--- config.mk ---
export PLATFORM = sky130hd
export DESIGN_NAME = track_sensor_conditioner
export DESIGN_NICKNAME = d
export VERILOG_FILES = /design/src/rtl/track_sensor_conditioner.sv
export SDC_FILE = /design/constraint.sdc
export NUM_CORES = 1
export LEC_CHECK = 0
export BUFFER_PORTS_ARGS = -buffer_cell sky130_fd_sc_hd__clkbuf_2
export CORE_UTILIZATION = 32
export CTS_CLUSTER_DIAMETER = 40
export DETAILED_ROUTE_END_ITERATION = 8
export PLACE_DENSITY = 0.45
export SLEW_MARGIN = 20
export SYNTH_ARGS = -nofsm -noshare
export SYNTH_HDL_FRONTEND = slang
export SYNTH_SLANG_ARGS = --single-unit
export TNS_END_PERCENT = 5
--- constraint.sdc ---
create_clock -name clk -period 2.44 [get_ports clk]
set_input_delay 0.122 -clock clk [delete_from_list [all_inputs] [get_ports clk]]
set_output_delay 0.122 -clock clk [all_outputs]
set_load 0.01 [all_outputs]
--- src/rtl/track_sensor_conditioner.sv ---
// Track sensor front end: synchronizes and debounces sensors A and B, then decodes
// complete train passages into single-cycle y pulses with direction and a sticky fault.
module track_sensor_conditioner #(
   parameter int DEBOUNCE_CYCLES = 16,
   parameter int TIMEOUT_CYCLES  = 1_000_000
) (
   input  logic clk,
   input  logic rst_n,
   input  logic sensor_a_raw,
   input  logic sensor_b_raw,
   input  logic enable,
   input  logic fault_clr,
   output logic y,
   output logic dir,
   output logic fault
);

   localparam int DEB_W = (DEBOUNCE_CYCLES > 1) ? $clog2(DEBOUNCE_CYCLES) : 1;
   localparam int TMO_W = $clog2(TIMEOUT_CYCLES + 1);
   localparam logic [DEB_W-1:0] DEB_LAST  = DEB_W'(DEBOUNCE_CYCLES - 1);
   localparam logic [TMO_W-1:0] TMO_LAST  = TMO_W'(TIMEOUT_CYCLES - 1);
   localparam logic [TMO_W-1:0] TMO_LIMIT = TMO_W'(TIMEOUT_CYCLES);

   typedef enum logic [2:0] {
      IDLE, A1, AB, AX, B1, BA, BX, FAULT_WAIT
   } state_t;

   // Bit 1 carries sensor A, bit 0 carries sensor B throughout.
   logic [1:0]       q1_p0;
   logic [1:0]       q2_p1;
   logic [1:0]       deb_p2;
   logic [DEB_W-1:0] deb_cnt_p2 [2];

   state_t           state;
   state_t           state_nxt;
   logic [TMO_W-1:0] tmo_cnt;
   logic             y_nxt;
   logic             dir_nxt;
   logic             fault_set;

   // Stage p0/p1: two-flop synchronizer
   always_ff @(posedge clk) begin
      if (!rst_n) begin
         q1_p0 <= '0;
         q2_p1 <= '0;
      end else begin
         q1_p0 <= {sensor_a_raw, sensor_b_raw};
         q2_p1 <= q1_p0;
      end
   end

   // Stage p2: debounce, level moves only after DEBOUNCE_CYCLES differing samples in a row
   always_ff @(posedge clk) begin
      if (!rst_n) begin
         deb_p2 <= '0;
         for (int i = 0; i < 2; i++) deb_cnt_p2[i] <= '0;
      end else begin
         for (int i = 0; i < 2; i++) begin
            if (q2_p1[i] == deb_p2[i]) begin
               deb_cnt_p2[i] <= '0;
            end else if (deb_cnt_p2[i] == DEB_LAST) begin
               deb_p2[i]     <= q2_p1[i];
               deb_cnt_p2[i] <= '0;
            end else begin
               deb_cnt_p2[i] <= deb_cnt_p2[i] + DEB_W'(1);
            end
         end
      end
   end

   // Stage p3: passage decoder
   always_ff @(posedge clk) begin
      if (!rst_n) state <= IDLE;
      else        state <= state_nxt;
   end

   always_comb begin
      state_nxt = state;
      y_nxt     = 1'b0;
      dir_nxt   = dir;
      fault_set = 1'b0;
      unique case (state)
         IDLE: begin
            unique case (deb_p2)
               2'b10:   state_nxt = A1;
               2'b01:   state_nxt = B1;
               2'b11:   begin state_nxt = FAULT_WAIT; fault_set = 1'b1; end
               default: ;
            endcase
         end
         A1: begin
            unique case (deb_p2)
               2'b11:   state_nxt = AB;
               2'b00:   state_nxt = IDLE;
               2'b01:   begin state_nxt = FAULT_WAIT; fault_set = 1'b1; end
               default: ;
            endcase
         end
         AB: begin
            unique case (deb_p2)
               2'b01:   state_nxt = AX;
               2'b10:   state_nxt = A1;
               2'b00:   begin state_nxt = FAULT_WAIT; fault_set = 1'b1; end
               default: ;
            endcase
         end
         AX: begin
            unique case (deb_p2)
               2'b00:   begin state_nxt = IDLE; y_nxt = 1'b1; dir_nxt = 1'b1; end
               2'b11:   state_nxt = AB;
               2'b10:   begin state_nxt = FAULT_WAIT; fault_set = 1'b1; end
               default: ;
            endcase
         end
         B1: begin
            unique case (deb_p2)
               2'b11:   state_nxt = BA;
               2'b00:   state_nxt = IDLE;
               2'b10:   begin state_nxt = FAULT_WAIT; fault_set = 1'b1; end
               default: ;
            endcase
         end
         BA: begin
            unique case (deb_p2)
               2'b10:   state_nxt = BX;
               2'b01:   state_nxt = B1;
               2'b00:   begin state_nxt = FAULT_WAIT; fault_set = 1'b1; end
               default: ;
            endcase
         end
         BX: begin
            unique case (deb_p2)
               2'b00:   begin state_nxt = IDLE; y_nxt = 1'b1; dir_nxt = 1'b0; end
               2'b11:   state_nxt = BA;
               2'b01:   begin state_nxt = FAULT_WAIT; fault_set = 1'b1; end
               default: ;
            endcase
         end
         FAULT_WAIT: begin
            if (deb_p2 == 2'b00) state_nxt = IDLE;
         end
         default: state_nxt = IDLE;
      endcase

      // A stalled train times out only while no legal move is happening this cycle.
      if (state_nxt == state && state != IDLE && state != FAULT_WAIT && tmo_cnt == TMO_LAST) begin
         state_nxt = FAULT_WAIT;
         fault_set = 1'b1;
      end

      if (!enable) begin
         state_nxt = IDLE;
         y_nxt     = 1'b0;
         dir_nxt   = dir;
         fault_set = 1'b0;
      end
   end

   always_ff @(posedge clk) begin
      if (!rst_n) begin
         tmo_cnt <= '0;
      end else if (!enable || state == IDLE || state_nxt != state) begin
         tmo_cnt <= '0;
      end else if (tmo_cnt != TMO_LIMIT) begin
         tmo_cnt <= tmo_cnt + TMO_W'(1);
      end
   end

   // Stage p4: registered outputs, set beats clear on fault
   always_ff @(posedge clk) begin
      if (!rst_n) begin
         y     <= 1'b0;
         dir   <= 1'b0;
         fault <= 1'b0;
      end else begin
         y   <= y_nxt;
         dir <= dir_nxt;
         if (fault_set)      fault <= 1'b1;
         else if (fault_clr) fault <= 1'b0;
      end
   end

endmodule

# Word-level counts from Yosys, hierarchy flattened
# Memory sizes are Yosys's and may differ from the RTL's.
# Cells that the tools add are included.
[op_classes]
eq_ne = 21
reduce_logical = 20
n_bitwise = 9
add_sub_neg = 3
mux = 52
[op_table]
columns = ["operator", "n"]
rows = [
  ["$pmux 3 s3", 7],
  ["$mux 1", 33],
  ["$mux 4", 6],
  ["$pmux 3 s8", 1],
  ["$add 20x1->20 const B", 1],
  ["$eq 20x20->1 const B", 1],
  ["$ne 20x20->1 const B", 1],
  ["$eq 3x3->1 const B", 4],
  ["$reduce_or 2->1", 5],
  ["$mux 3", 3],
  ["$add 4x1->4 const B", 2],
  ["$eq 4x4->1 const B", 2],
  ["$eq 3x2->1 const B", 2],
  ["$or 1x1->1", 6],
  ["$eq 2x2->1 const B", 2],
  ["$ne 2x2->1 const B", 2],
  ["$pmux 1 s4", 1],
  ["$reduce_and 2->1", 2],
  ["$reduce_and 4->1", 1],
  ["$reduce_bool 2->1", 2],
  ["$eq 3x1->1 const B", 1],
  ["$eq 3x3->1", 1],
  ["$logic_and 1x1->1", 3],
  ["$logic_not 3->1", 1],
  ["11 further kinds", 15],
]
[word_totals]
word_cells = 115
regBits = 32
ramBits = 8
in_bits = 6
mem_count = 1
output_inout_bits = 3
[mem_list]
columns = ["memory", "words", "word_bits", "read_ports", "rd_clocked_by_memory_dff", "write_ports", "line", "rtl"]
rows = [
  ["deb_cnt_p2", 2, 4, 2, 0, 2, "32", "logic [DEB_W-1:0] deb_cnt_p2 [2];"],
]

# Depth between registers and ports, before layout
# Gate-level depths: netlist of the first run.
[depth]
word_depth = 12
depth_mapped = 9
depth_no_buf = 7

# Least setup slack after synthesis of the first run
# No wires, ideal clock.
[synth_path]
path_kind = "reg-to-reg"
from = "register tmo_cnt[1]"
to = "register tmo_cnt[15]"
n_path_buf = 1
path_slack_ns = 0.545
stages_incl_launch_ff = 8
arrival_time_ns = 1.780
cell_sequence = "dfxtp_1 ha_1 nand2_1 or3_1 or4_1 o211ai_2 buf_6 nor2_2"
[synth_between]
elab_chain_len = 7
elab_cells_between_ends = 9
classes_between = "add/sub: 1; eq/ne: 3; mux: 2; reduce/logical: 3"
[synth_rtl]
columns = ["element", "line", "rtl"]
rows = [
  ["from (decl)", "36", "logic [TMO_W-1:0] tmo_cnt;"],
  ["from (signal assigned)", "165", "tmo_cnt <= tmo_cnt + TMO_W'(1);"],
  ["$eq 20x20->1", "146", "if (state_nxt == state && state != IDLE && state != FAULT_WAIT && tmo_cnt == TMO_LAST) begin"],
  ["$logic_and 1x1->1", "146", ""],
  ["$mux 3", "146", ""],
  ["$mux 3", "151", "if (!enable) begin"],
  ["$ne 3x3->1", "162", "end else if (!enable || state == IDLE || state_nxt != state) begin"],
  ["$logic_or 1x1->1", "162", ""],
  ["$reduce_or 2->1 (no source line)", "n/a", ""],
]
# Parallel ways exist; a longest one is shown, timed or not.
# A chain may end at the register's enable or synchronous reset.

# Worst setup path after layout of the first run
[layout_path]
from = "register state[1]"
to = "register tmo_cnt[7]"
[layout_between]
elab_chain_len = 11
elab_cells_between_ends = 29
classes_between = "eq/ne: 10; mux: 11; reduce/logical: 8"
[layout_rtl]
columns = ["element", "line", "rtl"]
rows = [
  ["from (decl)", "34", "state_t state;"],
  ["from (signal assigned)", "74", "else state <= state_nxt;"],
  ["$pmux 3 s3, or another cell as far along", "132", "unique case (deb_p2)"],
  ["$pmux 3 s8", "82", "unique case (state)"],
  ["$eq 3x3->1", "146", ""],
  ["$logic_and 1x1->1 (3 in series)", "146", ""],
  ["$mux 3", "146", ""],
  ["$mux 3", "151", ""],
  ["$ne 3x3->1", "162", ""],
  ["$logic_or 1x1->1 *", "162", ""],
  ["$reduce_or 2->1 (no source line) *", "n/a", ""],
]
# Every way passes the cells marked *; elsewhere a longest branch is shown, timed or not.

==> run metrics, run 1 <==
top achievable clock speed=457 MHz; Starting Density=33.2%; # DRC=0; fraction of layout cells with a size suffix above 1=20.3%; Die Height=86.2 um; CTS Root Cell=clkbuf_8; reg2reg start=state[1]; CP max-delay cell=or4_1; Avg Cell Area, Syn=8.86 um2; max cap viols=0; Largest stage delay, worst path=0.55 ns; drt first-iter violations=65; clock share of power=37.1%; part of the Yosys area used for sequential elements=38.9%; critical path type=flop to flop; fraction of registers with async set/reset=0%; Vias/cell=4.66; Combinational Power Share=2.4%; fin nets=286; first-pass GRT wire length=7430 um; cells along the critical path=buf_4 > nor3_2 > o21ai_1 > o311a_1 > or4_1 > o211ai_2 > buf_12 > nor2_2; I/O Pins=9; status=complete, no violations; fin crit share=89.6%; pin count of the biggest net entering global routing=21; hold_buf cts=0; CTS buffer count=5; Fin Clk Skew=0.00691 ns; num rows=30; stages on the worst setup path=8; Clock Latency Late Sink=0.29 ns; cell count of the worst reg-to-reg path=8; via count of the first global-routing pass=1616; Synth Cell Area=2270 um2; initial antenna violation count=0; Routed Antenna Nets=0; WP data required=2.62 ns; Leakage=0.924 nW; routability cong.=0.764; Cell variety after synth=58; antenna cells=0; Hold WS=0.0351 ns; crit path time final=2.19 ns; Buffers & Inverters on Critical Path=2; Post-Syn Instances=256; FF-to-FF End=tmo_cnt[7]; Post-DP HPWL=3020 um; Post-synth EDFFs=8; Most used DFF post-synth=dfxtp_1; pins over their slew limit=0; Buffers on Ports=8; hold path start=sensor_a_raw; most frequent cells in the layout=32 x dfxtp_1, 21 x nor2_1, 18 x nor2_2; Setup crit start kind=flop; utilization after layout=37.4%; DP Area=2470 um2; R2R setup slack=0.25 ns; RSZ-0062 raised after global routing=no; Pwr per Cell Area=445 nW/um2; Sequential Power Share=60.5%; grt ovf=0; die area=7430 um2; Critical Path Sink Type=flop; via count=1732; Top delay family on crit path=simple AND/OR/NAND/NOR gates; register bit count reported by yosys=40; clk sinks=40; DR pass1 iterations=4; H-tree levels=2; clock buffer depth=2; WL per Instance=11.2 um; CP arrival=2.37 ns; setup TNS=0 ns; post-CTS setup buffers=0; Hold EP=q1_p0[1]; switching portion of total power=21.9%; fill cell count=728; peak supply drop=209 uV; GRT Util Overall=12.6%; Ys Warns=0; Die W=86.2 um; Critical Path Fanout Max=20; Syn-to-layout area delta=12.6%; Non-Filler Cell Area, Final=2550 um2; CTS resizes=0; CTS clk-pin slew, worst paths=0.08 ns; worst min path class=primary input to flop; Final setup viols=0; hold path cells=2; most common cell after layout, fill and taps aside=dfxtp_1; total wire length=4160 um; NetSw=0.249 mW; Power Internal=0.888 mW; CTS tree=done; Core Area=6830 um2; final hold vios=0
## cell usage after synthesis (2+ instances only)
| cell | number | area [um2] |
|---|---|---|
| nor2b_1 | 7 | 43.8 |
| nor2_1 | 21 | 78.8 |
| a31oi_1 | 2 | 12.5 |
| inv_1 | 6 | 22.5 |
| and3_1 | 5 | 31.3 |
| a31o_1 | 2 | 17.5 |
| edfxtp_1 | 8 | 240 |
| or4_1 | 2 | 15.0 |
| a21boi_1 | 2 | 15.0 |
| buf_1 | 3 | 11.3 |
| buf_2 | 5 | 25.0 |
| ha_1 | 4 | 50.1 |
| a2bb2oi_1 | 2 | 17.5 |
| xor2_1 | 17 | 149 |
| buf_6 | 3 | 33.8 |
| nor3_1 | 2 | 10.0 |
| nor2_2 | 18 | 113 |
| o21ai_0 | 8 | 40.0 |
| nor4_1 | 2 | 12.5 |
| a21oi_2 | 2 | 17.5 |
| a21oi_1 | 7 | 35.0 |
| mux2i_1 | 5 | 50.1 |
| nand2_1 | 16 | 60.1 |
| and2_1 | 9 | 56.3 |
| nand4_1 | 5 | 31.3 |
| a311oi_1 | 2 | 17.5 |
| clkbuf_1 | 2 | 7.51 |
| nand3_1 | 16 | 80.1 |
| o21ai_1 | 5 | 25.0 |
| dfxtp_1 | 32 | 641 |
| xnor2_1 | 9 | 78.8 |
## power by group through the flow
stage	clock [mW]	combinational [mW]	sequential, mW
floorplan	0	0.0180	0.703
global placement	0	0.0273	0.704
detailed placement	0	0.0272	0.704
CTS	0.445	0.0273	0.688
global route	0.471	0.0315	0.689
finish	0.422	0.0269	0.688
## per-stage QoR
step / power (mW) / cells / setup slack, ns
floorplan: 0.721 / 263 / 0.545
global placement: 0.731 / 365 / 0.279
detailed placement: 0.731 / 365 / 0.280
CTS: 1.16 / 372 / 0.258
global route: 1.19 / 372 / 0.0560
finish: 1.14 / 372 / 0.254
## worst max path at each step
stage	from	end	slack, ns
floorplan	tmo_cnt[1]	tmo_cnt[15]	0.54
global placement	state[1]	tmo_cnt[10]	0.28
detailed placement	state[1]	tmo_cnt[7]	0.28
CTS	state[1]	tmo_cnt[16]	0.26
global route	state[2]	tmo_cnt[10]	0.06
finish	state[1]	tmo_cnt[7]	0.25
## worst reg2reg max path: cells and delay by family (launching register included)
family	cells	cell delay (ns)
buf+inv	2	0.45
flops	1	0.41
compound gates	3	0.34
simple gates	3	0.87
## sequential cells by signal (all words and copies together), names as in the netlist
register,count
fault,1
deb_cnt_p2,8
state,3
deb_p2,2
tmo_cnt,20
y,1
q2_p1,2
q1_p0,2
dir,1
## cell type report
type | count | area [um2] | area share [%]
inverters | 7 | 26.3 | 1.03
multi-input cells | 202 | 1300 | 51.0
flip-flops and latches | 40 | 881 | 34.5
repair buffers | 20 | 143 | 5.59
clock inverters | 2 | 12.5 | 0.490
well taps | 96 | 120 | 4.71
clock buffers | 5 | 68.8 | 2.70
## metal layers
metal | track usage (%) | up-vias | wire [um]
met5 | 0 | - | 0
met2 | 19.6 | 20 | 1790
met4 | 4.09 | 0 | 60
met3 | 3.52 | 7 | 147
met1 | 16.8 | 786 | 2160
li1 | - | 919 | -
## kinds of logic (layout without fill, tap and decap cells)
| group | after synthesis | count (layout) | synth area share (%) |
|---|---|---|---|
| AOI/OAI and AO/OA | 42 | 42 | 12.9 |
| xor gates and xnor gates | 26 | 26 | 10.0 |
| buffers and inverters | 21 | 34 | 4.91 |
| and+or+nand+nor | 116 | 116 | 28.2 |
| DFF | 40 | 40 | 38.9 |
| muxes | 5 | 5 | 2.21 |
| other | 1 | 8 | 0.165 |
| adders and majority gates | 5 | 5 | 2.70 |
Note: power is estimated with default switching activity, not from simulation.
==> run 2, diff against run 1 <==
- CORE_UTILIZATION: 32 -> 40
- CTS_CLUSTER_SIZE: default -> 12
- PLACE_DENSITY: 0.45 -> 0.54
==> run 2 against run 1 <==
Net effect:
- setup slack lost 0.0020 ns
- critical path depth decreased by 1
- non-clock buffer count is 3 lower
- routed wire length up 0.94%
- count of clock-buffer cells in the layout is 3 higher
- combinational power hardly changed
- worst hold slack improved by 0.0014 ns
- cell area decreased by 1.8%
- sequential power hardly changed
- final cell count is 7.0% lower
- critical path type unchanged
- first-iteration DRC count grew 130%
- critical endpoint is now tmo_cnt[19]
==> run metrics, run 2 (synthesis gave the netlist of run 1 again) <==
pin count of the biggest net entering global routing=21; initial antenna violation count=0; Buffers on Ports=8; drt first-iter violations=150; antenna cells=0; post-CTS setup buffers=0; Power Internal=0.953 mW; grt ovf=0; Clock Latency Late Sink=0.29 ns; CTS tree=done; worst setup path end=tmo_cnt[19]; fin worst setup slack=0.252 ns; Syn-to-layout area delta=10.5%; clock share of power=40.1%; most flop-heavy register=tmo_cnt; hold_buf cts=0; Vias/cell=5.12; Largest stage delay, worst path=0.65 ns; num rows=27; Routed Antenna Nets=0; GRT Util Overall=15.8%; reg2reg start=state[2]; switching portion of total power=20.3%; worst min path class=primary input to flop; CTS clk-pin slew, worst paths=0.07 ns; Starting Density=41.4%; stages on the worst setup path=7; WP data required=2.62 ns; CTS buffer count=5; WL per Instance=12.1 um; CTS Root Cell=clkbuf_8; fin nets=283; DR pass1 iterations=4; Core Area=5470 um2; FF-to-FF End=tmo_cnt[19]; Finished Layout Cells=346; Die Height=77.3 um; clock buffer depth=2; Critical Path Fanout Max=14; Pwr per Cell Area=477 nW/um2; I/O Pins=9; most common cell after layout, fill and taps aside=dfxtp_1; R2R setup slack=0.25 ns; utilization after layout=45.8%; via count=1771; Placement Setup Slack=0.266 ns; crit path time final=2.19 ns; fraction of layout cells with a size suffix above 1=19.3%; Sequential Power Share=57.6%; most frequent cells in the layout=32 x dfxtp_1, 21 x nor2_1, 18 x nor2_2; biggest regs=tmo_cnt (20), deb_cnt_p2 (8), state (3); first-pass GRT wire length=7470 um; Buffers & Inverters on Critical Path=1; total wire length=4200 um; cell count of the worst reg-to-reg path=7; Critical Path Sink Type=flop; Rel. slew slack=65.7%; Post-DP HPWL=3070 um; Leakage=0.913 nW; setup TNS=0 ns; Slew @ Worst Pin=0.514 ns; CP max-delay cell=dfxtp_1; cells along the critical path=nand2_1 > a211oi_1 > a31oi_1 > or4_1 > o211ai_2 > buf_4 > nor2_2; via count of the first global-routing pass=1688; Fin Clk Skew=0.00386 ns; final hold vios=0; Inst Count DP=338; top achievable clock speed=457 MHz; H-tree levels=2; RSZ-0062 raised after global routing=no; CTS resizes=0; # DRC=0; DP Area=2410 um2; routability cong.=0.835; Die W=77.3 um; fin crit share=89.7%; clk sinks=40; NetSw=0.242 mW; Top delay family on crit path=simple AND/OR/NAND/NOR gates; critical path type=flop to flop; origin of the worst setup path=state[2]; Non-Filler Cell Area, Final=2510 um2; max FFs per register=20; pins over their slew limit=0; peak supply drop=319 uV; die area=5970 um2; Combinational Power Share=2.3%; CP arrival=2.37 ns; Final setup viols=0; max cap viols=0; Setup crit start kind=flop; status=complete, no violations
## run 2: area by class of cell
class / count / area (um2)
repair buffers: 17 / 108
multi-input cells: 202 / 1300
clock buffers: 8 / 100
inverters: 7 / 26.3
well taps: 72 / 90.1
fillers: 552 / 2970
flip-flops and latches: 40 / 881
## run 2: metrics by stage
step | power, mW | hold WS, ns
floorplan | 0.721 | 0.249
global placement | 0.731 | 0.329
detailed placement | 0.731 | 0.336
CTS | 1.22 | 0.0209
global route | 1.25 | 0.0244
finish | 1.20 | 0.0365
## run 2: worst min path at each step
| stage | from | to | slack (ns) | cells past startpoint |
|---|---|---|---|---|
| 2_1_floorplan | sensor_b_raw | q1_p0[0] | 0.25 | 1 |
| 5_1_grt | sensor_b_raw | q1_p0[0] | 0.02 | 2 |
| 3_3_place_gp | sensor_a_raw | q1_p0[1] | 0.33 | 2 |
| 3_5_place_dp | sensor_a_raw | q1_p0[1] | 0.34 | 2 |
| 4_1_cts | sensor_a_raw | q1_p0[1] | 0.02 | 2 |
| 6_report | sensor_a_raw | q1_p0[1] | 0.04 | 2 |
## run 2: power groups by stage
stage	sequential (mW)	clock (mW)	combinational, mW
floorplan	0.703	0	0.0180
global placement	0.704	0	0.0272
detailed placement	0.704	0	0.0272
CTS	0.689	0.505	0.0274
global route	0.690	0.525	0.0321
finish	0.689	0.479	0.0272
## run 2: layer usage
layer / part of all wire [%] / vias up / wire length (um) / global-route usage, %
met5: 0 / - / 0 / 0
met4: 1.4 / 0 / 57 / 5.66
met3: 3.4 / 6 / 143 / 4.05
met2: 43 / 28 / 1810 / 24.6
met1: 52 / 814 / 2180 / 20.8
li1: - / 923 / - / -
==> run 3, diff against run 2 <==
- CORE_MARGIN: default -> 2
- clock period: 2.44 -> 2.2 ns (I/O delays scaled with it)
==> run 3 against run 2 <==
Net effect:
- sequential power rose by 11%
- critical path depth did not move
- utilization rose by 1.2 points
- worst hold slack got worse by 0.0078 ns
- die area rose by 5.2%
- global-route usage fell by 0.45 points
- register-to-register slack got worse by 0.12 ns
- critical path type unchanged
- critical endpoint is now tmo_cnt[9]
- largest cell class unchanged
- highest routed layer unchanged
==> run metrics, run 3 (synthesis gave the netlist of run 1 again) <==
first-pass GRT wire length=7510 um; clk sinks=40; DP Area=2500 um2; num rows=27; cells along the critical path=ha_2 > nand2_1 > or3_1 > or4_1 > o211ai_2 > buf_12 > nor2_2; biggest regs=tmo_cnt (20), deb_cnt_p2 (8), state (3); Routed Antenna Nets=0; Setup crit start kind=flop; post-CTS setup buffers=0; grt ovf=0; clock buffer depth=2; status=complete, no violations; Leakage=0.952 nW; CTS clk-pin slew, worst paths=0.07 ns; Pwr per Cell Area=486 nW/um2; Critical Path Fanout Max=12; most flop-heavy register=tmo_cnt; Buffers & Inverters on Critical Path=1; fill cell count=559; Syn-to-layout area delta=14.1%; total wire length=4310 um; max cap viols=0; Core Area=5510 um2; H-tree levels=2; max FFs per register=20; antenna cells=0; utilization after layout=47.0%; Vias/cell=5.00; drt first-iter violations=69; fin crit share=94.0%; CTS tree=done; CP arrival=2.25 ns; Top delay family on crit path=simple AND/OR/NAND/NOR gates; area occupied by multi-input gates=1310 um2; Starting Density=41.2%; WL per Instance=12.2 um; Post-DP HPWL=3130 um; FF/Latch Area=885 um2; GRT Util Overall=15.3%; critical path type=flop to flop; top achievable clock speed=484 MHz; Clock Latency Late Sink=0.29 ns; DR pass1 iterations=4; via count=1765; pins over their slew limit=0; fin nets=291; crit path time final=2.07 ns; WP data required=2.38 ns; I/O Pins=9; hold_buf cts=0; CTS Root Cell=clkbuf_8; Non-Filler Cell Area, Final=2590 um2; routability cong.=0.872; Design Power=1.26 mW; Largest stage delay, worst path=0.50 ns; CP max-delay cell=or4_1; peak supply drop=267 uV; pin count of the biggest net entering global routing=17; Fin Clk Skew=0.00881 ns; Buffers on Ports=8; Die Height=79.3 um; final hold vios=0; Critical Path Sink Type=flop; # DRC=0; fraction of layout cells with a size suffix above 1=22.4%; most common cell after layout, fill and taps aside=dfxtp_1; Die W=79.3 um; initial antenna violation count=0; Final setup viols=0; worst min path class=primary input to flop; most frequent cells in the layout=29 x dfxtp_1, 21 x nor2_1, 18 x nor2_2; die area=6290 um2; via count of the first global-routing pass=1651; CTS buffer count=5
## run 3: final timing paths
kind | startpoint | endpoint | slack (ns) | cells past startpoint
min reg2reg | q1_p0[1] | q2_p1[1] | 0.44 | 1
min | sensor_b_raw | q1_p0[0] | 0.03 | 2
max reg2reg | tmo_cnt[0] | tmo_cnt[9] | 0.13 | 7
max | tmo_cnt[0] | tmo_cnt[9] | 0.13 | 7
## run 3: metrics by stage
| step | setup WS (ns) | hold slack (ns) | TNS, ns | instances |
|---|---|---|---|---|
| after floorplan | 0.305 | 0.237 | 0 | 263 |
| after global routing | -0.0144 | 0.0202 | -0.0636 | 353 |
| after global placement | 0.0929 | 0.318 | 0 | 346 |
| final | 0.133 | 0.0287 | 0 | 353 |
| after detailed placement | 0.125 | 0.324 | 0 | 346 |
| after CTS | 0.0905 | 0.0199 | 0 | 353 |
## run 3: routing by layer
| metal | vias up | part of all wire (%) | GRT usage, % |
|---|---|---|---|
| met3 | 6 | 3.7 | 3.75 |
| met1 | 803 | 51 | 20.4 |
| met5 | - | 0 | 0 |
| li1 | 926 | - | - |
| met2 | 30 | 44 | 24.2 |
| met4 | 0 | 1.4 | 5.17 |
## run 3: layout make-up
cell class / count / area share [%]
clock buffer: 7 / 2.95
timing repair buffer: 25 / 7.93
inverter: 7 / 1.02
tap: 72 / 3.48
sequential: 40 / 34.2
multi-input combinational: 202 / 50.4
## run 3: power by group
group	switching [mW]	internal, mW	total, mW	leakage (nW)
Clock	0.244	0.219	0.463	0.0383
Sequential	0.00648	0.757	0.764	0.343
Combinational	0.0177	0.0132	0.0309	0.571
Total	0.268	0.989	1.26	0.952
## run 3: repair_timing
action                                 CTS  global route
setup endpoints to repair                0            20
endpoints found under the hold margin    0             0
resized for setup                        0             5
## run 3: worst reg2reg max path: cells and delay by family (launching register included)
family | cells | cell delay [ns]
fa+ha+maj | 1 | 0.23
buf+inv | 1 | 0.19
simple gates | 4 | 1.00
flops | 1 | 0.39
compound gates | 1 | 0.15
